===== src/rtl/wb_controller.sv =====
// Write-back controller: merges single-cycle ALU results with buffered
// variable-latency load results onto the register-file write port, and keeps
// a per-register busy scoreboard that stalls issue while a load is pending.

module wb_controller #(
  parameter int XLEN       = 32,
  parameter int LOAD_DEPTH = 2
) (
  input  logic                          clk,
  input  logic                          reset,
  input  logic                          alu_valid,
  input  logic [4:0]                    alu_rd,
  input  logic [XLEN-1:0]               alu_data,
  input  logic                          ld_valid,
  output logic                          ld_ready,
  input  logic [4:0]                    ld_rd,
  input  logic [XLEN-1:0]               ld_data,
  input  logic                          mark_valid,
  input  logic [4:0]                    mark_rd,
  input  logic [4:0]                    chk_rs1,
  input  logic [4:0]                    chk_rs2,
  input  logic [4:0]                    chk_rd,
  output logic                          stall,
  output logic [4:0]                    rd,
  output logic [XLEN-1:0]               rd_data,
  output logic                          reg_write,
  output logic [$clog2(LOAD_DEPTH):0]   ld_count
);

  localparam int AW = $clog2(LOAD_DEPTH);
  localparam int CW = AW + 1;

  logic [4:0]      fifo_rd   [LOAD_DEPTH];
  logic [XLEN-1:0] fifo_data [LOAD_DEPTH];
  logic [AW-1:0]   wr_ptr;
  logic [AW-1:0]   rd_ptr;
  logic [CW-1:0]   count;

  logic            push;
  logic            pop;
  logic            sel_valid;
  logic [4:0]      sel_rd;
  logic [XLEN-1:0] sel_data;

  logic            wb_is_load;
  logic [31:0]     busy;
  logic [31:0]     busy_next;
  logic [31:0]     busy_vis;

  assign ld_count = count;

  // Handshake and arbitration: ALU wins; the FIFO head drains only in idle ALU cycles.
  always_comb begin
    ld_ready  = !reset && (count < CW'(LOAD_DEPTH));
    push      = ld_valid && ld_ready;
    pop       = !alu_valid && (count != {CW{1'b0}});
    sel_valid = 1'b0;
    sel_rd    = 5'd0;
    sel_data  = {XLEN{1'b0}};
    if (alu_valid) begin
      sel_valid = 1'b1;
      sel_rd    = alu_rd;
      sel_data  = alu_data;
    end else if (pop) begin
      sel_valid = 1'b1;
      sel_rd    = fifo_rd[rd_ptr];
      sel_data  = fifo_data[rd_ptr];
    end else begin
      sel_valid = 1'b0;
    end
  end

  // FIFO storage; contents are don't-care until the count says otherwise.
  always_ff @(posedge clk) begin
    if (push) begin
      fifo_rd[wr_ptr]   <= ld_rd;
      fifo_data[wr_ptr] <= ld_data;
    end
  end

  // FIFO pointers and occupancy; pointers wrap naturally at the power-of-2 depth.
  always_ff @(posedge clk) begin
    if (reset) begin
      wr_ptr <= {AW{1'b0}};
      rd_ptr <= {AW{1'b0}};
      count  <= {CW{1'b0}};
    end else begin
      if (push) wr_ptr <= wr_ptr + AW'(1);
      if (pop)  rd_ptr <= rd_ptr + AW'(1);
      case ({push, pop})
        2'b10:   count <= count + CW'(1);
        2'b01:   count <= count - CW'(1);
        default: count <= count;
      endcase
    end
  end

  // Register-file write port; x0 targets are consumed but never written.
  always_ff @(posedge clk) begin
    if (reset) begin
      reg_write  <= 1'b0;
      wb_is_load <= 1'b0;
      rd         <= 5'd0;
      rd_data    <= {XLEN{1'b0}};
    end else begin
      reg_write  <= sel_valid && (sel_rd != 5'd0);
      wb_is_load <= pop;
      if (sel_valid) begin
        rd      <= sel_rd;
        rd_data <= sel_data;
      end
    end
  end

  // Scoreboard next state: clear on load commit, then set on mark so set wins.
  always_comb begin
    busy_next = busy;
    if (reg_write && wb_is_load) begin
      busy_next[rd] = 1'b0;
    end else begin
      busy_next = busy_next;
    end
    if (mark_valid && (mark_rd != 5'd0)) begin
      busy_next[mark_rd] = 1'b1;
    end else begin
      busy_next = busy_next;
    end
  end

  // Scoreboard register.
  always_ff @(posedge clk) begin
    if (reset) busy <= 32'd0;
    else       busy <= busy_next;
  end

  // Stall lookup; x0 is never busy.
  always_comb begin
    busy_vis = {busy[31:1], 1'b0};
    stall    = busy_vis[chk_rs1] | busy_vis[chk_rs2] | busy_vis[chk_rd];
  end

`ifndef SYNTHESIS
  wb_controller_chk u_chk (
    .clk       (clk),
    .reset     (reset),
    .alu_valid (alu_valid),
    .alu_rd    (alu_rd),
    .busy      (busy_vis)
  );
`endif

endmodule

// Simulation checker: an ALU result must never target a register awaiting a load.
module wb_controller_chk (
  input logic        clk,
  input logic        reset,
  input logic        alu_valid,
  input logic [4:0]  alu_rd,
  input logic [31:0] busy
);
  // Flag ALU writes to registers with a pending load.
  always @(posedge clk) begin
    if (!reset) begin
      assert (!(alu_valid && busy[alu_rd]))
        else $error("illegal ALU write to busy register x%0d", alu_rd);
    end
  end
endmodule


===== config.mk =====
export PLATFORM = sky130hd
export DESIGN_NAME = wb_controller
export DESIGN_NICKNAME = d
export VERILOG_FILES = /design/src/rtl/wb_controller.sv
export SDC_FILE = /design/constraint.sdc
export NUM_CORES = 1
export LEC_CHECK = 0
export ABC_AREA = 1
export BUFFER_PORTS_ARGS = -buffer_cell sky130_fd_sc_hd__buf_4
export CAP_MARGIN = 20
export CORE_UTILIZATION = 46
export CTS_BUF_LIST = sky130_fd_sc_hd__clkbuf_4 sky130_fd_sc_hd__clkbuf_8 sky130_fd_sc_hd__clkbuf_16
export DETAILED_ROUTE_END_ITERATION = 16
export PLACE_DENSITY = 0.69
export RECOVER_POWER = 50
export SYNTH_ARGS = -nofsm -noshare
export SYNTH_HDL_FRONTEND = slang
export SYNTH_SLANG_ARGS = --single-unit

===== constraint.sdc =====
create_clock -name clk -period 3.64 [get_ports clk]
set_input_delay 0.364 -clock clk [delete_from_list [all_inputs] [get_ports clk]]
set_output_delay 0.364 -clock clk [all_outputs]
set_load 0.005 [all_outputs]

==> results of run 1 <==
[layout make-up]
| class | instances | share of cell area, % |
|---|---|---|
| sequential | 149 | 42.9 |
| inverter | 66 | 2.91 |
| clock buffer | 22 | 5.48 |
| timing repair buffer | 145 | 11.8 |
| multi-input combinational | 515 | 32.7 |
| tap | 184 | 2.65 |
| clock inverter | 10 | 1.51 |
[kinds of logic after synthesis]
family,Yosys count,synth area share [%]
AO/OA/AOI/OAI,129,12.4
XOR/XNOR,1,0.124
adder cells (fa/ha/maj),1,0.177
buffers and inverters,103,7.46
flip-flops,149,52.6
multiplexers,31,4.98
AND/OR/NAND/NOR,353,22.2
[critical path: stages, from the launching register on]
cell and delay [ns]:
sky130_fd_sc_hd__dfxtp_1 0.37, sky130_fd_sc_hd__nor2_1 0.21, sky130_fd_sc_hd__nand2_1 0.19, sky130_fd_sc_hd__nor2_4 0.43
sky130_fd_sc_hd__buf_4 0.40
[per-layer routing]
metal / track usage, % / share of wire, %
met5: 0 / 0
met4: 7.09 / 0.98
met3: 6.54 / 8.2
met2: 36.8 / 48
met1: 29.3 / 43
[state kept, by name (all words and copies together), names as in the netlist, 2 cells and up, named ones only]
| signal | count |
|---|---|
| busy | 31 |
| fifo_data | 64 |
| fifo_rd | 10 |
| ld_count | 2 |
| rd | 5 |
| rd_data | 32 |
[cell usage in the layout (no fill, tap or decap), types with 2 or more instances in the layout]
master                       instances
sky130_fd_sc_hd__o211ai_1            2
sky130_fd_sc_hd__dfxtp_1            74
sky130_fd_sc_hd__nand2_1           224
sky130_fd_sc_hd__clkbuf_4           60
sky130_fd_sc_hd__o21ai_0            33
sky130_fd_sc_hd__a31oi_2            11
sky130_fd_sc_hd__buf_4              71
sky130_fd_sc_hd__a22oi_2            11
sky130_fd_sc_hd__a31oi_1             8
sky130_fd_sc_hd__clkinv_2            2
sky130_fd_sc_hd__o21ai_1            11
sky130_fd_sc_hd__nor3_1              3
sky130_fd_sc_hd__clkinvlp_4          2
sky130_fd_sc_hd__inv_1              56
sky130_fd_sc_hd__a21oi_2             9
sky130_fd_sc_hd__bufinv_16           3
sky130_fd_sc_hd__inv_4               2
sky130_fd_sc_hd__clkbuf_8            2
sky130_fd_sc_hd__clkbuf_16          17
sky130_fd_sc_hd__nor2_1             11
sky130_fd_sc_hd__nand3_1            87
sky130_fd_sc_hd__clkinv_1            2
sky130_fd_sc_hd__mux2_2             23
sky130_fd_sc_hd__a22oi_1             7
sky130_fd_sc_hd__nand2_2            12
sky130_fd_sc_hd__edfxtp_1           74
sky130_fd_sc_hd__mux2_1              7
sky130_fd_sc_hd__a21oi_1            36
sky130_fd_sc_hd__nor3_2              8
sky130_fd_sc_hd__nor2_4              4
sky130_fd_sc_hd__clkbuf_1           16
sky130_fd_sc_hd__nor3_4              3
sky130_fd_sc_hd__inv_2               8
[power by group]
part | switching (uW) | leakage [uW] | total [uW] | internal, uW
clock | 645 | 0.000295 | 1770 | 1130
combinational | 469 | 0.00182 | 846 | 377
sequential | 120 | 0.00129 | 2020 | 1900
total | 1230 | 0.00341 | 4640 | 3410
[worst paths after layout]
kind | from | endpoint | slack (ns)
worst max-delay path | ld_count[1] | fifo_data[0][9] | 1.71
worst min-delay path | ld_data[13] | fifo_data[1][13] | 0.15
worst max register to register | ld_count[1] | fifo_data[0][9] | 1.71
worst min register to register | rd_data[12] | rd_data[12] | 0.48
[per-stage QoR]
stage,utilization (%),cell area (um2),cells,power (uW)
4_1_cts,59.3,8750,1091,4690
3_5_place_dp,55.2,8140,1059,2920
2_1_floorplan,-,7080,767,2640
6_report,58.9,8680,1091,4640
3_3_place_gp,55.2,8140,1059,2910
5_1_grt,58.9,8680,1091,4830
==> parameters.txt, run 1 <==
Parameter                              Value

Run status
  Outcome ... complete, but fails checks
  Violated checks ... capacitance limit, slew limit

Place
  Post-detailed-placement half-perimeter wirelength ... 12,300 um
  Gp weighted congestion ... 0.924
  Pre-CTS setup slack ... 1.58 ns
  IO Port Bufs ... 140

Pwr
  Worst-case vdd ir drop ... 408 uV
  Cell leakage power ... 0.00341 uW
  Pwr/cell area ... 535 mW/mm2

CTS
  Clock latency on the worst-skew pair ... 0.42 ns
  PostCTS Resize Cnt ... 0
  CTS HTree Levels ... 4
  Post-CTS setup buffer count ... 0
  Number of buffers created by CTS ... 17
  CTS Root Cell ... sky130_fd_sc_hd__clkbuf_16
  Clock transition at the registers of the reported paths ... 0.06 ns
  Clock tree from TritonCTS ... built
  Hold-fix buffers at CTS ... 0
  Number of clock sinks seen by CTS ... 149
  Longest Clk Path Bufs ... 2

Floorplanning
  Area of the placeable core ... 0.0148 mm2
  I/O pins ... 141
  Number of standard-cell rows in the floorplan ... 44
  Die extent in x ... 126 um
  Initial standard-cell utilization of the core ... 48.0%
  Height of the die ... 126 um
  Die area ... 0.0159 mm2

Cells and area
  Layout Nets ... 994
  Area taken by flip-flops and latches ... 0.00372 mm2
  Layout cells sized above 1 ... 27.8%
  Layout overhead on the synthesized area ... 22.7%
  Number of filler cells placed in the layout ... 1,363
  Area of the multi-input gates ... 0.00284 mm2
  Antenna Diode Count ... 0

Worst setup path
  Number of cells on the worst reg-to-reg path ... 4
  Data arrival time of the critical path ... 2.01 ns
  Critical path peak fanout ... 23
  Critical setup path kind ... reg -> reg
  Required time worst endpoint ... 3.73 ns
  Startpoint types ... flip-flop
  Worst setup EP type ... flip-flop

Logic synthesis
  Cell types with the largest area share after synthesis ... sky130_fd_sc_hd__edfxtp_1 31%, sky130_fd_sc_hd__dfxtp_1 21%, sky130_fd_sc_hd__nand2_1 12%, sky130_fd_sc_hd__nand3_1 6.2%, sky130_fd_sc_hd__mux2_2 3.7%
  Count leader, synth ... sky130_fd_sc_hd__nand2_1
  Net Count, Synth ... 867
  Number of instances in the synthesized netlist ... 767
  Warning count from the yosys run ... 0
  Largest area contributor in the synthesized netlist ... sky130_fd_sc_hd__edfxtp_1
  Post-synthesis area per instance ... 9.23 um2
  Proportion of register bits with asynchronous set or reset after synthesis ... 0%
  Area share of the largest cell type after synthesis ... 31.4%
  Part of the Yosys area used for sequential elements ... 52.6%
  Number of synthesized flops with an enable pin ... 74
  Combined area of all synthesized cells ... 0.00708 mm2
  List of most frequent post-synthesis cells ... 224 x sky130_fd_sc_hd__nand2_1, 87 x sky130_fd_sc_hd__nand3_1, 75 x sky130_fd_sc_hd__dfxtp_1
  Unique masters post-synth ... 36
  Flip-flop cell with the highest count after synthesis ... sky130_fd_sc_hd__dfxtp_1
  Post-synthesis register bit count ... 149

Global routing
  Initial antenna violation count ... 0
  First-pass GRT wire length ... 28,000 um
  Global routing usage summed across all routing layers ... 22.7%
  Number of global-route vias before repair ... 5,482
  Leftover overflow at the end of global routing ... 0
  Largest net degree at the start of global routing ... 62

Timing
  RSZ-0062 raised after global routing ... no
  Max Slew Vio Count ... 62
  Hold Fails Final Rpt ... 0
  Headroom to the max-slew limit ... -4.09%
  Final clock skew ... 0.00783 ns
  Setup TNS ... 0 ns
  Slew at the pin closest to its max-slew limit ... 1.56 ns
  Post-route worst setup slack ... 1.71 ns
  Final setup fails ... 0
  Hold slack ... 0.151 ns
  Highest clock rate ... 0.519 GHz
  Post-route clock period utilization ... 52.9%
  Min cycle time layout ... 1.93 ns

Run
  Total of max-cap violations ... 1

Route
  Detailed Route Iter0 Violations ... 397
  DRC viols ... 0
  Number of routed nets with antenna violations ... 0
  Wire per inst ... 16.0 um
  Per-cell via count in the routed design ... 5.33
  Length of the first detailed-routing pass in iterations ... 5
  Number of vias in the routed layout ... 5,818
  Post-detailed-routing wire length ... 17,500 um

Worst hold path
  Number of stages on the worst hold path ... 1
  Worst hold path type ... in -> reg
(Power assumes the default switching activity.)
==> run 2: changes to the inputs <==
==> constraint.sdc (replaced) <==
create_clock -name clk -period 1.78 [get_ports clk]
set_input_delay 0.178 -clock clk [delete_from_list [all_inputs] [get_ports clk]]
set_output_delay 0.178 -clock clk [all_outputs]
set_load 0.005 [all_outputs]
==> run 2 against run 1 <==
The run now ends clean. Routed wire length increased by 6.4%. Clock power increased by 110%. Die area unchanged. Register-to-register slack got worse by 1.6 ns. Clock skew decreased by 0.0014 ns. Sequential share of layout area decreased by 2.3 points. Combinational power increased by 140%. Power increased by 110%. Global-route usage increased by 1.4 points. Largest power group unchanged. Highest routed layer unchanged.
==> parameters.txt, run 2 (synthesis results as in run 1) <==
Parameter                              Value

Global routing
  Largest net degree at the start of global routing ... 62 (unchanged)
  Number of global-route vias before repair ... 5,811 (+6.0%)
  First-pass GRT wire length ... 29,600 um (+5.4%)
  Initial antenna violation count ... 0 (unchanged)
  Leftover overflow at the end of global routing ... 0 (unchanged)
  Global routing usage summed across all routing layers ... 24.1% (+1.4 points)

Timing
  Max Slew Vio Count ... 0 (-100%)
  Min cycle time layout ... 1.74 ns
  Hold Fails Final Rpt ... 0 (unchanged)
  Hold slack ... 0.0417 ns (-0.110 ns)
  Post-route clock period utilization ... 97.7%
  Headroom to the max-slew limit ... 46.1% (+50 points)
  Slew at the pin closest to its max-slew limit ... 0.808 ns (-0.754 ns)
  Final setup fails ... 0 (unchanged)
  RSZ-0062 raised after global routing ... yes
  Highest clock rate ... 0.575 GHz
  Final clock skew ... 0.00644 ns (-0.00139 ns)

Cells and area
  Max reg flops ... 64 (unchanged)
  Layout overhead on the synthesized area ... 30.5%
  Area taken by flip-flops and latches ... 0.00375 mm2 (+0.64%)
  Commonest cells after routing, fill and taps aside ... 221 x sky130_fd_sc_hd__nand2_1, 86 x sky130_fd_sc_hd__nand3_1, 74 x sky130_fd_sc_hd__edfxtp_1, 74 x sky130_fd_sc_hd__buf_4, 68 x sky130_fd_sc_hd__clkbuf_4
  Commonest non-fill, non-tap cell in the layout ... sky130_fd_sc_hd__nand2_1
  Area of the multi-input gates ... 0.00284 mm2 (about the same)
  Leading registers by flop count ... fifo_data (64), rd_data (32), busy (31)
  Layout cells sized above 1 ... 30.8% (+3.0 points)
  Number of filler cells placed in the layout ... 1,281 (-6.0%)
  Layout Nets ... 1,041 (+4.7%)
  Finished Core Util ... 62.6% (+3.8 points)
  Biggest register ... fifo_data
  Antenna Diode Count ... 0 (unchanged)

Place
  Post-detailed-placement half-perimeter wirelength ... 12,700 um (+3.2%)
  Gp weighted congestion ... 0.925 (+0.11%)
  IO Port Bufs ... 140 (unchanged)

Worst setup path
  Data arrival time of the critical path ... 1.56 ns (-0.45 ns)
  Required time worst endpoint ... 1.60 ns (-2.13 ns)
  Critical path peak fanout ... 3 (-87%)
  Critical setup path kind ... reg -> out
  Setup slack, reg-to-reg ... 0.13 ns (-1.58 ns)
  Worst setup EP type ... primary output
  Reg-to-reg endpoint ... reg_write
  Number of cells on the worst reg-to-reg path ... 9 (+5)
  Startpoint types ... flip-flop
  Critical R2R Launch ... ld_count[0]

Floorplanning
  Area of the placeable core ... 0.0148 mm2 (unchanged)
  Die extent in x ... 126 um (unchanged)
  Initial standard-cell utilization of the core ... 48.0% (unchanged)
  Number of standard-cell rows in the floorplan ... 44 (unchanged)
  Height of the die ... 126 um (unchanged)
  I/O pins ... 141 (unchanged)
  Die area ... 0.0159 mm2 (unchanged)

Worst hold path
  Origin of the worst min-delay path ... alu_data[10]
  Worst hold path type ... in -> reg
  Number of stages on the worst hold path ... 3 (+2)
  End point of the most critical hold path ... rd_data[10]

Run status
  Outcome ... finished, final reports clean

Route
  Number of vias in the routed layout ... 6,045 (+3.9%)
  DRC viols ... 0 (unchanged)
  Number of routed nets with antenna violations ... 0 (unchanged)
  Post-detailed-routing wire length ... 18,600 um (+6.4%)
  Per-cell via count in the routed design ... 5.31 (-0.39%)
  Wire per inst ... 16.3 um (+2.0%)
  Detailed Route Iter0 Violations ... 305 (-23%)
  Length of the first detailed-routing pass in iterations ... 5 (unchanged)

Run
  Total of max-cap violations ... 0 (-1)

Pwr
  Cell leakage power ... 0.00366 uW (+7.5%)
  Worst-case vdd ir drop ... 745 uV (+83%)
  Pwr/cell area ... 1050 mW/mm2 (+97%)

CTS
  Clock transition at the registers of the reported paths ... 0.06 ns (about the same)
  Longest Clk Path Bufs ... 2 (unchanged)
  Clock latency on the worst-skew pair ... 0.42 ns (about the same)
  CTS Root Cell ... sky130_fd_sc_hd__clkbuf_16
  Clock tree from TritonCTS ... built
  Number of clock sinks seen by CTS ... 149 (unchanged)
  Number of buffers created by CTS ... 17 (unchanged)
  CTS HTree Levels ... 4 (unchanged)
run 2: critical path, stage by stage (launching register included):
cell                       delay (ns)
sky130_fd_sc_hd__dfxtp_1         0.32
sky130_fd_sc_hd__inv_2           0.11
sky130_fd_sc_hd__nand2_1         0.09
sky130_fd_sc_hd__nand3_2         0.08
sky130_fd_sc_hd__nand3_1         0.09
sky130_fd_sc_hd__nand3_1         0.08
sky130_fd_sc_hd__nand3b_1        0.09
sky130_fd_sc_hd__nand2_2         0.09
sky130_fd_sc_hd__nand3_1         0.06
sky130_fd_sc_hd__buf_4           0.13
run 2: layout make-up:
cell class / instances / area share [%]
clock buffer: 23 / 5.36
clock inverter: 9 / 1.35
inverter: 66 / 2.76
multi-input combinational: 515 / 30.7
sequential: 149 / 40.6
tap: 184 / 2.49
timing repair buffer: 192 / 16.7
run 2: per-layer routing:
layer  wire (um)  GRT usage, %
met5           0             0
met4         463          9.00
met3        1350          6.33
met2        9110          40.9
met1        7680          29.5
run 2: worst max-delay path by stage:
stage | startpoint | end | slack, ns | cells after the start
final | busy[2] | stall | 0.04 | 9
after detailed placement | ld_count[1] | ld_count[1] | 0.15 | 7
after global placement | ld_count[1] | ld_count[1] | 0.16 | 7
after global routing | busy[1] | stall | -0.03 | 7
after CTS | busy[20] | stall | 0.001 | 9
after floorplan | ld_count[1] | fifo_data[1][0] | -0.32 | 3
run 2: power breakdown:
part           internal [uW]  switching (uW)  total, uW  leakage [uW]
clock                   2370            1330       3700      0.000307
sequential              3890             156       4040       0.00130
combinational            904            1080       1990       0.00205
total                   7160            2570       9730       0.00366
run 2: per-stage QoR:
step	instances	instance area, um2	setup slack [ns]	TNS (ns)	power (uW)
global route	1138	9240	-0.0280	-0.0341	10100
finish	1138	9240	0.0409	0	9730
CTS	1136	9250	0.00119	0	9840
detailed placement	1067	8260	0.145	0	6080
global placement	1067	8260	0.162	0	6060
floorplan	767	7080	-0.321	-23.20	5400
run 2: repair_timing:
action | CTS | global route
hold buffers | 37 | 0
gates resized for setup | 3 | 29
endpoints found under the setup margin | 1 | 2
pin swaps | 0 | 3
buffers inserted | 0 | 2
endpoints found under the hold margin | 74 | 0
